File: src/rtl/elevator_door_controller.sv
// rtl/elevator_door_controller.sv - car door sequencer with weight-counter clear and departure handshake
//
// Opens the door on floor arrival and holds it for OPEN_TIME cycles. It will not
// close while the weight limit is exceeded, and it asks the motion controller for
// departure through depart_req/depart_ack.
//
// Ports:
//   clock, reset_n         rising-edge clock, asynchronous active-low reset
//   arrive                 one-cycle pulse, car is level at a floor
//   call_pending           level, at least one outstanding floor call
//   open_button            level, door-open button is held
//   close_button           level, door-close button is held
//   obstruction            level, door-edge sensor is blocked
//   weight_limit_exceeded  level from the weight counter
//   door                   1 while the door is not fully closed
//   motor_open             door motor drive, open direction
//   motor_close            door motor drive, close direction
//   weight_flip_reset      one-cycle pulse that clears the weight counter
//   overload_alarm         buzzer/lamp, high while overloaded
//   depart_req             request to move the car
//   depart_ack             motion controller accepts the departure
module elevator_door_controller #(
    parameter int OPEN_TIME   = 50,
    parameter int TRAVEL_TIME = 10,
    parameter int TIMER_W     = 8
) (
    input  logic clock,
    input  logic reset_n,
    input  logic arrive,
    input  logic call_pending,
    input  logic open_button,
    input  logic close_button,
    input  logic obstruction,
    input  logic weight_limit_exceeded,
    output logic door,
    output logic motor_open,
    output logic motor_close,
    output logic weight_flip_reset,
    output logic overload_alarm,
    output logic depart_req,
    input  logic depart_ack
);

    typedef enum logic [2:0] {
        CLOSED,
        WAIT_DEPART,
        MOVING,
        OPENING,
        OPEN_HOLD,
        OVERLOAD,
        CLOSING
    } state_t;

    localparam logic [TIMER_W-1:0] OPEN_LD   = TIMER_W'(OPEN_TIME);
    localparam logic [TIMER_W-1:0] TRAVEL_LD = TIMER_W'(TRAVEL_TIME);
    localparam logic [TIMER_W-1:0] TIMER_ONE = TIMER_W'(1);

    state_t             state;
    state_t             next_state;
    logic [TIMER_W-1:0] timer;
    logic [TIMER_W-1:0] next_timer;
    logic               stroke_end;

    // A timed phase ends on the cycle the timer reads 1. Reading 0 also counts
    // as an end, so the saturated counter can never stall a phase.
    assign stroke_end = (timer <= TIMER_ONE);

    always_comb begin
        next_state = state;
        next_timer = (timer == '0) ? '0 : timer - TIMER_ONE;
        case (state)
            CLOSED: begin
                next_timer = '0;
                if (open_button) begin
                    next_state = OPENING;
                    next_timer = TRAVEL_LD;
                end else if (call_pending) begin
                    next_state = WAIT_DEPART;
                end
            end
            WAIT_DEPART: begin
                next_timer = '0;
                // An ack arriving together with the open button takes priority.
                if (depart_ack) begin
                    next_state = MOVING;
                end else if (open_button) begin
                    next_state = OPENING;
                    next_timer = TRAVEL_LD;
                end
            end
            MOVING: begin
                next_timer = '0;
                if (arrive) begin
                    next_state = OPENING;
                    next_timer = TRAVEL_LD;
                end
            end
            OPENING: begin
                if (stroke_end) begin
                    next_state = OPEN_HOLD;
                    next_timer = OPEN_LD;
                end
            end
            OPEN_HOLD: begin
                // Open beats close. Close makes the current cycle the last one
                // of the hold.
                if (open_button) begin
                    next_timer = OPEN_LD;
                end else if (close_button || stroke_end) begin
                    if (weight_limit_exceeded) begin
                        next_state = OVERLOAD;
                        next_timer = '0;
                    end else begin
                        next_state = CLOSING;
                        next_timer = TRAVEL_LD;
                    end
                end
            end
            OVERLOAD: begin
                next_timer = '0;
                if (!weight_limit_exceeded) begin
                    next_state = OPEN_HOLD;
                    next_timer = OPEN_LD;
                end
            end
            CLOSING: begin
                // Reopen is checked first, so it wins even on the final stroke cycle.
                if (obstruction || open_button || weight_limit_exceeded) begin
                    next_state = OPENING;
                    next_timer = TRAVEL_LD;
                end else if (stroke_end) begin
                    next_state = call_pending ? WAIT_DEPART : CLOSED;
                    next_timer = '0;
                end
            end
            default: begin
                next_state = CLOSED;
                next_timer = '0;
            end
        endcase
    end

    // Outputs are decoded from the next state, so each output register holds the
    // value that matches the state register on the following cycle.
    always_ff @(posedge clock or negedge reset_n) begin
        if (!reset_n) begin
            state             <= CLOSED;
            timer             <= '0;
            door              <= 1'b0;
            motor_open        <= 1'b0;
            motor_close       <= 1'b0;
            weight_flip_reset <= 1'b0;
            overload_alarm    <= 1'b0;
            depart_req        <= 1'b0;
        end else begin
            state             <= next_state;
            timer             <= next_timer;
            door              <= (next_state == OPENING) || (next_state == OPEN_HOLD) ||
                                 (next_state == OVERLOAD) || (next_state == CLOSING);
            motor_open        <= (next_state == OPENING);
            motor_close       <= (next_state == CLOSING);
            overload_alarm    <= (next_state == OVERLOAD);
            depart_req        <= (next_state == WAIT_DEPART);
            // The weight counter is cleared only on a new floor, never on a reopen.
            weight_flip_reset <= (state == MOVING) && arrive;
        end
    end

endmodule

File: config.mk
export PLATFORM = sky130hd
export DESIGN_NAME = elevator_door_controller
export DESIGN_NICKNAME = d
export VERILOG_FILES = /design/src/rtl/elevator_door_controller.sv
export SDC_FILE = /design/constraint.sdc
export NUM_CORES = 1
export LEC_CHECK = 0
export CORE_MARGIN = 10
export CORE_UTILIZATION = 53
export CTS_BUF_LIST = sky130_fd_sc_hd__clkbuf_16
export DETAILED_ROUTE_END_ITERATION = 10
export PLACE_DENSITY = 0.77
export SYNTH_ARGS = -nofsm -noshare
export SYNTH_HDL_FRONTEND = slang
export SYNTH_SLANG_ARGS = --single-unit
export TNS_END_PERCENT = 10
File: constraint.sdc
create_clock -name clock -period 2.4 [get_ports clock]
set_clock_uncertainty 0.05 [all_clocks]
set_input_delay 0.36 -clock clock [delete_from_list [all_inputs] [get_ports clock]]
set_output_delay 0.36 -clock clock [all_outputs]
set_load 0.1 [all_outputs]
==> results of run 1 <==
-- critical path: cells and delay by family (launching register included) --
kind | cells | cell delay (ns)
AND/OR/NAND/NOR | 4 | 0.94
buffers and inverters | 1 | 0.07
flip-flops | 1 | 0.39
AO/OA/AOI/OAI | 1 | 0.31
adder cells (fa/ha/maj) | 1 | 0.25
-- path summary, 6_finish.rpt --
kind                            cells after the start              endpoint  slack, ns               start
worst max-delay path                                7  depart_req$_DFF_PN0_       0.26  timer[0]$_DFF_PN0_
worst min-delay path                                1    timer[0]$_DFF_PN0_       0.44  timer[0]$_DFF_PN0_
worst max register to register                      7  depart_req$_DFF_PN0_       0.26  timer[0]$_DFF_PN0_
worst min register to register                      1    timer[0]$_DFF_PN0_       0.44  timer[0]$_DFF_PN0_
max in group asynchronous                           1  motor_open$_DFF_PN0_       1.33             reset_n
min in group asynchronous                           1    timer[7]$_DFF_PN0_       0.50             reset_n
-- per-layer routing --
layer,part of all wire,vias to the layer above
li1,-,428
met1,0.42,425
met2,0.52,15
met3,0.060,2
met4,0.0081,0
met5,0,-
-- through the flow --
stage / instances / util / hold WS [ns]
floorplan: 107 / - / 0.0144
global placement: 147 / 0.633 / 0.436
detailed placement: 147 / 0.633 / 0.441
CTS: 151 / 0.674 / 0.447
global route: 151 / 0.674 / 0.480
finish: 151 / 0.674 / 0.442
-- cell type report --
cell class / instances / share of cell area
Multi-Input combinational cell: 79 / 0.464
Sequential cell: 17 / 0.318
Timing Repair Buffer: 17 / 0.110
Clock buffer: 3 / 0.0562
Tap cell: 27 / 0.0253
Inverter: 7 / 0.0197
Clock inverter: 1 / 0.00562
-- cells in the final DEF (no fill, tap or decap), types with 2 or more instances in the layout --
cell,count
dfrtp_1,17
nor2_1,12
buf_4,9
clkdlybuf4s50_1,8
inv_1,5
nand2_1,5
nand3_1,5
mux2i_1,4
xnor2_1,4
o31ai_1,4
nor3_1,3
nand2b_1,3
nor2b_1,3
clkbuf_16,3
nor4_4,2
a21o_1,2
inv_2,2
nor4_1,2
a211oi_1,2
nor3_2,2
ha_1,2
-- cell families after synthesis --
| family | Yosys count | share of synthesized area |
|---|---|---|
| flip-flops | 17 | 0.383 |
| adder cells (fa/ha/maj) | 2 | 0.0225 |
| buffers and inverters | 11 | 0.0575 |
| XOR/XNOR | 5 | 0.0395 |
| AO/OA/AOI/OAI | 23 | 0.186 |
| multiplexers | 5 | 0.0462 |
| AND/OR/NAND/NOR | 44 | 0.265 |
-- sequential cells by signal, summed over array words and instances, names as in the netlist --
name,cells
door,1
depart_req,1
timer,8
motor_close,1
overload_alarm,1
state,3
motor_open,1
weight_flip_reset,1
==> run summary, run 1 <==
Register area share after synthesis - 0.383
ANT cells - 0
Final Hold Viols - 0
Final period util - 0.892
Cell variety after synth - 44
Post-route minimum period - 2.14 ns
GR peak layer - met2
Met2 GRT Util - 0.192
Setup violators final - 0
Setup_tns - 0 ns
Routed WL - 2340 um
Routed Antenna Nets - 0
Chip width - 65.8 um
Total GRT Usage - 0.122
Synthesized Nets - 118
Post-place setup slack - 0.215 ns
Iteration-0 DRC Markers - 68
Synthesized flop and latch total - 17
Worst-Margin Slew - 0.741 ns
Vias in the first global route - 914
CTS clk-pin slew, worst paths - 0.05 ns
Initial antenna violation count - 0
Critical path class - reg2reg
Wire length per cell - 15.5 um
Leading area contributor after synthesis - dfrtp_1
First-pass GRT wire length - 4160 um
Pre-Repair DR Iteration Count - 4
Slowest CP cell - nor4_4
Fmax - 467 MHz
Post-detail-place hpwl - 1830 um
Cts bufs inserted - 3
Hold Crit Class - reg2reg
Buffers added on ports - 14
Multi-input gate area - 621 um2
Vias - 870
Die Y-Extent - 65.8 um
Post-synth top flop - dfrtp_1
DRC - 0
Initial core utilization - 0.560
Top-count cell post-synth - dfrtp_1
CP cell instances - inv_1 -> ha_1 -> or2_1 -> a31oi_2 -> nor2_1 -> nor4_4 -> nor3_2
Sink Count - 17
Required @ worst endpoint - 2.47 ns
Syn Inst Count - 107
Core Footprint - 0.00198 mm2
Crit-path max cell delay - 0.43 ns
Pins over their slew limit - 0
Critical-path maximum fanout - 5
Ys Warns - 0
Synth top area cells - dfrtp_1 38%, nor2_1 4.1%, nor4_4 3.8%, mux2i_1 3.6%, xnor2_1 3.2%
Worst setup SP type - flip-flop
Setup Fix Bufs, Post-CTS - 0
Layout cells sized above 1 - 0.242
CTS tree - done
Reg area - 425 um2
Fill count - 150
Post-CTS Hold Buffers - 0
Via density - 5.76
Setup crit end kind - flip-flop
Max-cap violations - 0
Asr flop ratio synth - 1.00
Total congestion overflow - 0
Status - completed
RSZ-0062 raised after global routing - no
Area grow syn2layout - 20.4%
CTS H-Tree Depth - 1
Avg Cell Area, Syn - 10.4 um2
Cell row count - 16
Design area - 0.00134 mm2
Placed cell areas - 0.00125 mm2
Post-Syn Area - 0.00111 mm2
Post-cts sizing count - 0
Yosys top cell area share - 0.383
Root buf cell - clkbuf_16
Max-slew headroom - 0.504
Deepest clock path buffer count - 2
Nets - 136
Post-layout worst setup margin - 0.258 ns
Die area - 0.00432 mm2
Routing usage on met1 - 0.145
Skew-Pair Late Insertion Delay - 0.25 ns
CP Data Arrival Time - 2.21 ns
Number of synthesized flops with an enable pin - 0
Pin count of the biggest net entering global routing - 18
RePlAce Congestion - 0.910
Met3 Resource Use GR - 0.0492
Synth top cells by count - 17 x dfrtp_1, 12 x nor2_1, 5 x inv_1, 5 x nand2_1, 5 x nand3_1
# IOs - 15
Power of run 1 is left out: the tool's default activity adds up to more than one toggle a clock period on the data nets, which glitch-free logic cannot reach.
==> run 2, diff against run 1 <==
CTS_CLUSTER_SIZE = 20   (was not set)
==> results of run 2 <==
Same layout as run 1: the final DEF is identical, and so are final timing and power.
Power of run 2 is left out for the same reason.
==> run 3, diff against run 2 <==
CORE_MARGIN = 2   (was 10)
CTS_CLUSTER_DIAMETER = 60   (was not set)
==> run 3 against run 2 <==
First-iteration DRC count shrank 75%. Worst hold slack improved by 0.017 ns. Core utilization is 0.18 points higher.
==> run summary, run 3 (synthesis gave the netlist of run 1 again) <==
Status - completed
Multi-input gate area - 621 um2 (unchanged)
Pin count of the biggest net entering global routing - 18 (unchanged)
Min-Delay Endpoint - timer[0]$_DFF_PN0_
Final Hold Viols - 0 (unchanged)
Area grow syn2layout - 19.5%
Slowest CP cell - nor4_4
Critical-path maximum fanout - 5 (unchanged)
Reg area - 425 um2 (unchanged)
Post-cts sizing count - 0 (unchanged)
Max-cap violations - 0 (unchanged)
Deepest clock path buffer count - 2 (unchanged)
Core Footprint - 0.00196 mm2 (-1.0%)
Cell row count - 16 (unchanged)
Final period util - 0.913 (+0.0206)
Setup crit end kind - flip-flop
Post-CTS Hold Buffers - 0 (unchanged)
Die Y-Extent - 49.8 um (-24%)
Top Registers - timer: 8 flops, state: 3 flops
Sink Count - 17 (unchanged)
Die area - 0.00248 mm2 (-43%)
Bufs and invs on worst path - 1 (unchanged)
Crit path max-delay family - simple AND/OR/NAND/NOR gates
Placed cell areas - 0.00125 mm2 (-0.60%)
CTS clk-pin slew, worst paths - 0.05 ns (about the same)
RSZ-0062 raised after global routing - no
Buffers added on ports - 14 (unchanged)
Required @ worst endpoint - 2.46 ns (about the same)
Skew-Pair Late Insertion Delay - 0.24 ns (about the same)
Fill count - 166 (+11%)
DRC - 0 (unchanged)
Top cell by count, worst path - nor2_1
Post-detail-place hpwl - 1630 um (-11%)
Via density - 5.75 (-0.26%)
CP cell instances - inv_1 -> ha_1 -> or2_1 -> a31oi_2 -> nor2_1 -> nor4_4 -> nor2_1
Post-place setup slack - 0.207 ns (-0.00845 ns)
Crit-path max cell delay - 0.43 ns (about the same)
Hold Crit Depth - 1 (unchanged)
Routed WL - 2200 um (-5.8%)
Pre-Repair DR Iteration Count - 4 (unchanged)
CTS tree - done
Critical path class - reg2reg
Chip width - 49.8 um (-24%)
Initial core utilization - 0.566 (+0.00571)
Wire length per cell - 14.7 um (-5.1%)
Most frequent cells in the layout - 17 x dfrtp_1, 12 x nor2_1, 8 x clkdlybuf4s50_1, 8 x buf_4
CP Data Arrival Time - 2.26 ns (+0.05 ns)
Vias in the first global route - 845 (-7.5%)
Setup Fix Bufs, Post-CTS - 0 (unchanged)
RePlAce Congestion - 0.836 (-8.1%)
Layout cells sized above 1 - 0.236 (-0.00616)
Initial antenna violation count - 0 (unchanged)
CTS H-Tree Depth - 1 (unchanged)
Setup violators final - 0 (unchanged)
Worst-Margin Slew - 0.752 ns (+0.0111 ns)
Pins over their slew limit - 0 (unchanged)
Design area - 0.00133 mm2 (-0.75%)
Routed Antenna Nets - 0 (unchanged)
Root buf cell - clkbuf_16
Worst reg2reg setup slack - 0.21 ns (-0.05 ns)
Worst hold start - timer[0]$_DFF_PN0_
Reg-to-Reg End - motor_open$_DFF_PN0_
Worst setup SP type - flip-flop
Fmax - 456 MHz (-2.3%)
Nets - 135 (-0.74%)
Total GRT Usage - 0.212 (+0.0908)
First-pass GRT wire length - 4000 um (-4.0%)
Total congestion overflow - 0 (unchanged)
Cts bufs inserted - 3 (unchanged)
Biggest register - timer
Post-route minimum period - 2.19 ns (+0.0493 ns)
Max-slew headroom - 0.497 (-0.00741)
Max reg flops - 8 (unchanged)
R2R depth - 7 (unchanged)
Worst flop-to-flop path startpoint - timer[0]$_DFF_PN0_
Commonest non-fill, non-tap cell in the layout - dfrtp_1
Setup_tns - 0 ns (unchanged)
Iteration-0 DRC Markers - 17 (-75%)
Vias - 862 (-0.92%)
Hold Crit Class - reg2reg
Post-layout worst setup margin - 0.209 ns (-0.0493 ns)
ANT cells - 0 (unchanged)
# IOs - 15 (unchanged)
run 3: cell types whose count changed in the layout (fill, tap and decap cells not counted):
cell / change
buf_4: -1
clkinv_2: +1
clkinvlp_4: -1
run 3: through the flow:
stage / utilization / instances / hold slack, ns
5_1_grt: 0.676 / 150 / 0.498
2_1_floorplan: - / 107 / 0.0144
3_3_place_gp: 0.635 / 146 / 0.431
6_report: 0.676 / 150 / 0.459
3_5_place_dp: 0.635 / 146 / 0.432
4_1_cts: 0.676 / 150 / 0.449
run 3: worst reg2reg max path, cell delays in order (launching register included):
cell and delay, ns:
dfrtp_1 0.40, inv_1 0.09, ha_1 0.26, or2_1 0.29, a31oi_2 0.33, nor2_1 0.13
nor4_4 0.43, nor2_1 0.08
run 3: final cells by class:
type,instances,share of cell area
Multi-Input combinational cell,79,0.468
Sequential cell,17,0.321
Timing Repair Buffer,16,0.106
Clock buffer,3,0.0566
Tap cell,27,0.0255
Inverter,7,0.0198
Clock inverter,1,0.00377
run 3: routing by layer:
layer	track usage	wire length (um)	vias to the layer above	share of wire
li1	-	-	421	-
met1	0.303	1060	412	0.48
met5	0	0	-	0
met4	0.106	37	0	0.017
met2	0.309	1010	23	0.46
met3	0.0364	96	6	0.044
run 3: worst max path at each step:
stage	startpoint	endpoint	slack, ns	cells after the start
final	timer[0]$_DFF_PN0_	motor_open$_DFF_PN0_	0.21	7
after global routing	timer[0]$_DFF_PN0_	motor_open$_DFF_PN0_	0.06	7
after CTS	timer[0]$_DFF_PN0_	motor_open$_DFF_PN0_	0.21	7
after detailed placement	open_button	motor_open$_DFF_PN0_	0.21	5
after global placement	open_button	depart_req$_DFF_PN0_	0.24	5
after floorplan	timer[0]$_DFF_PN0_	depart_req$_DFF_PN0_	0.44	7
Power of run 3 is left out for the same reason.
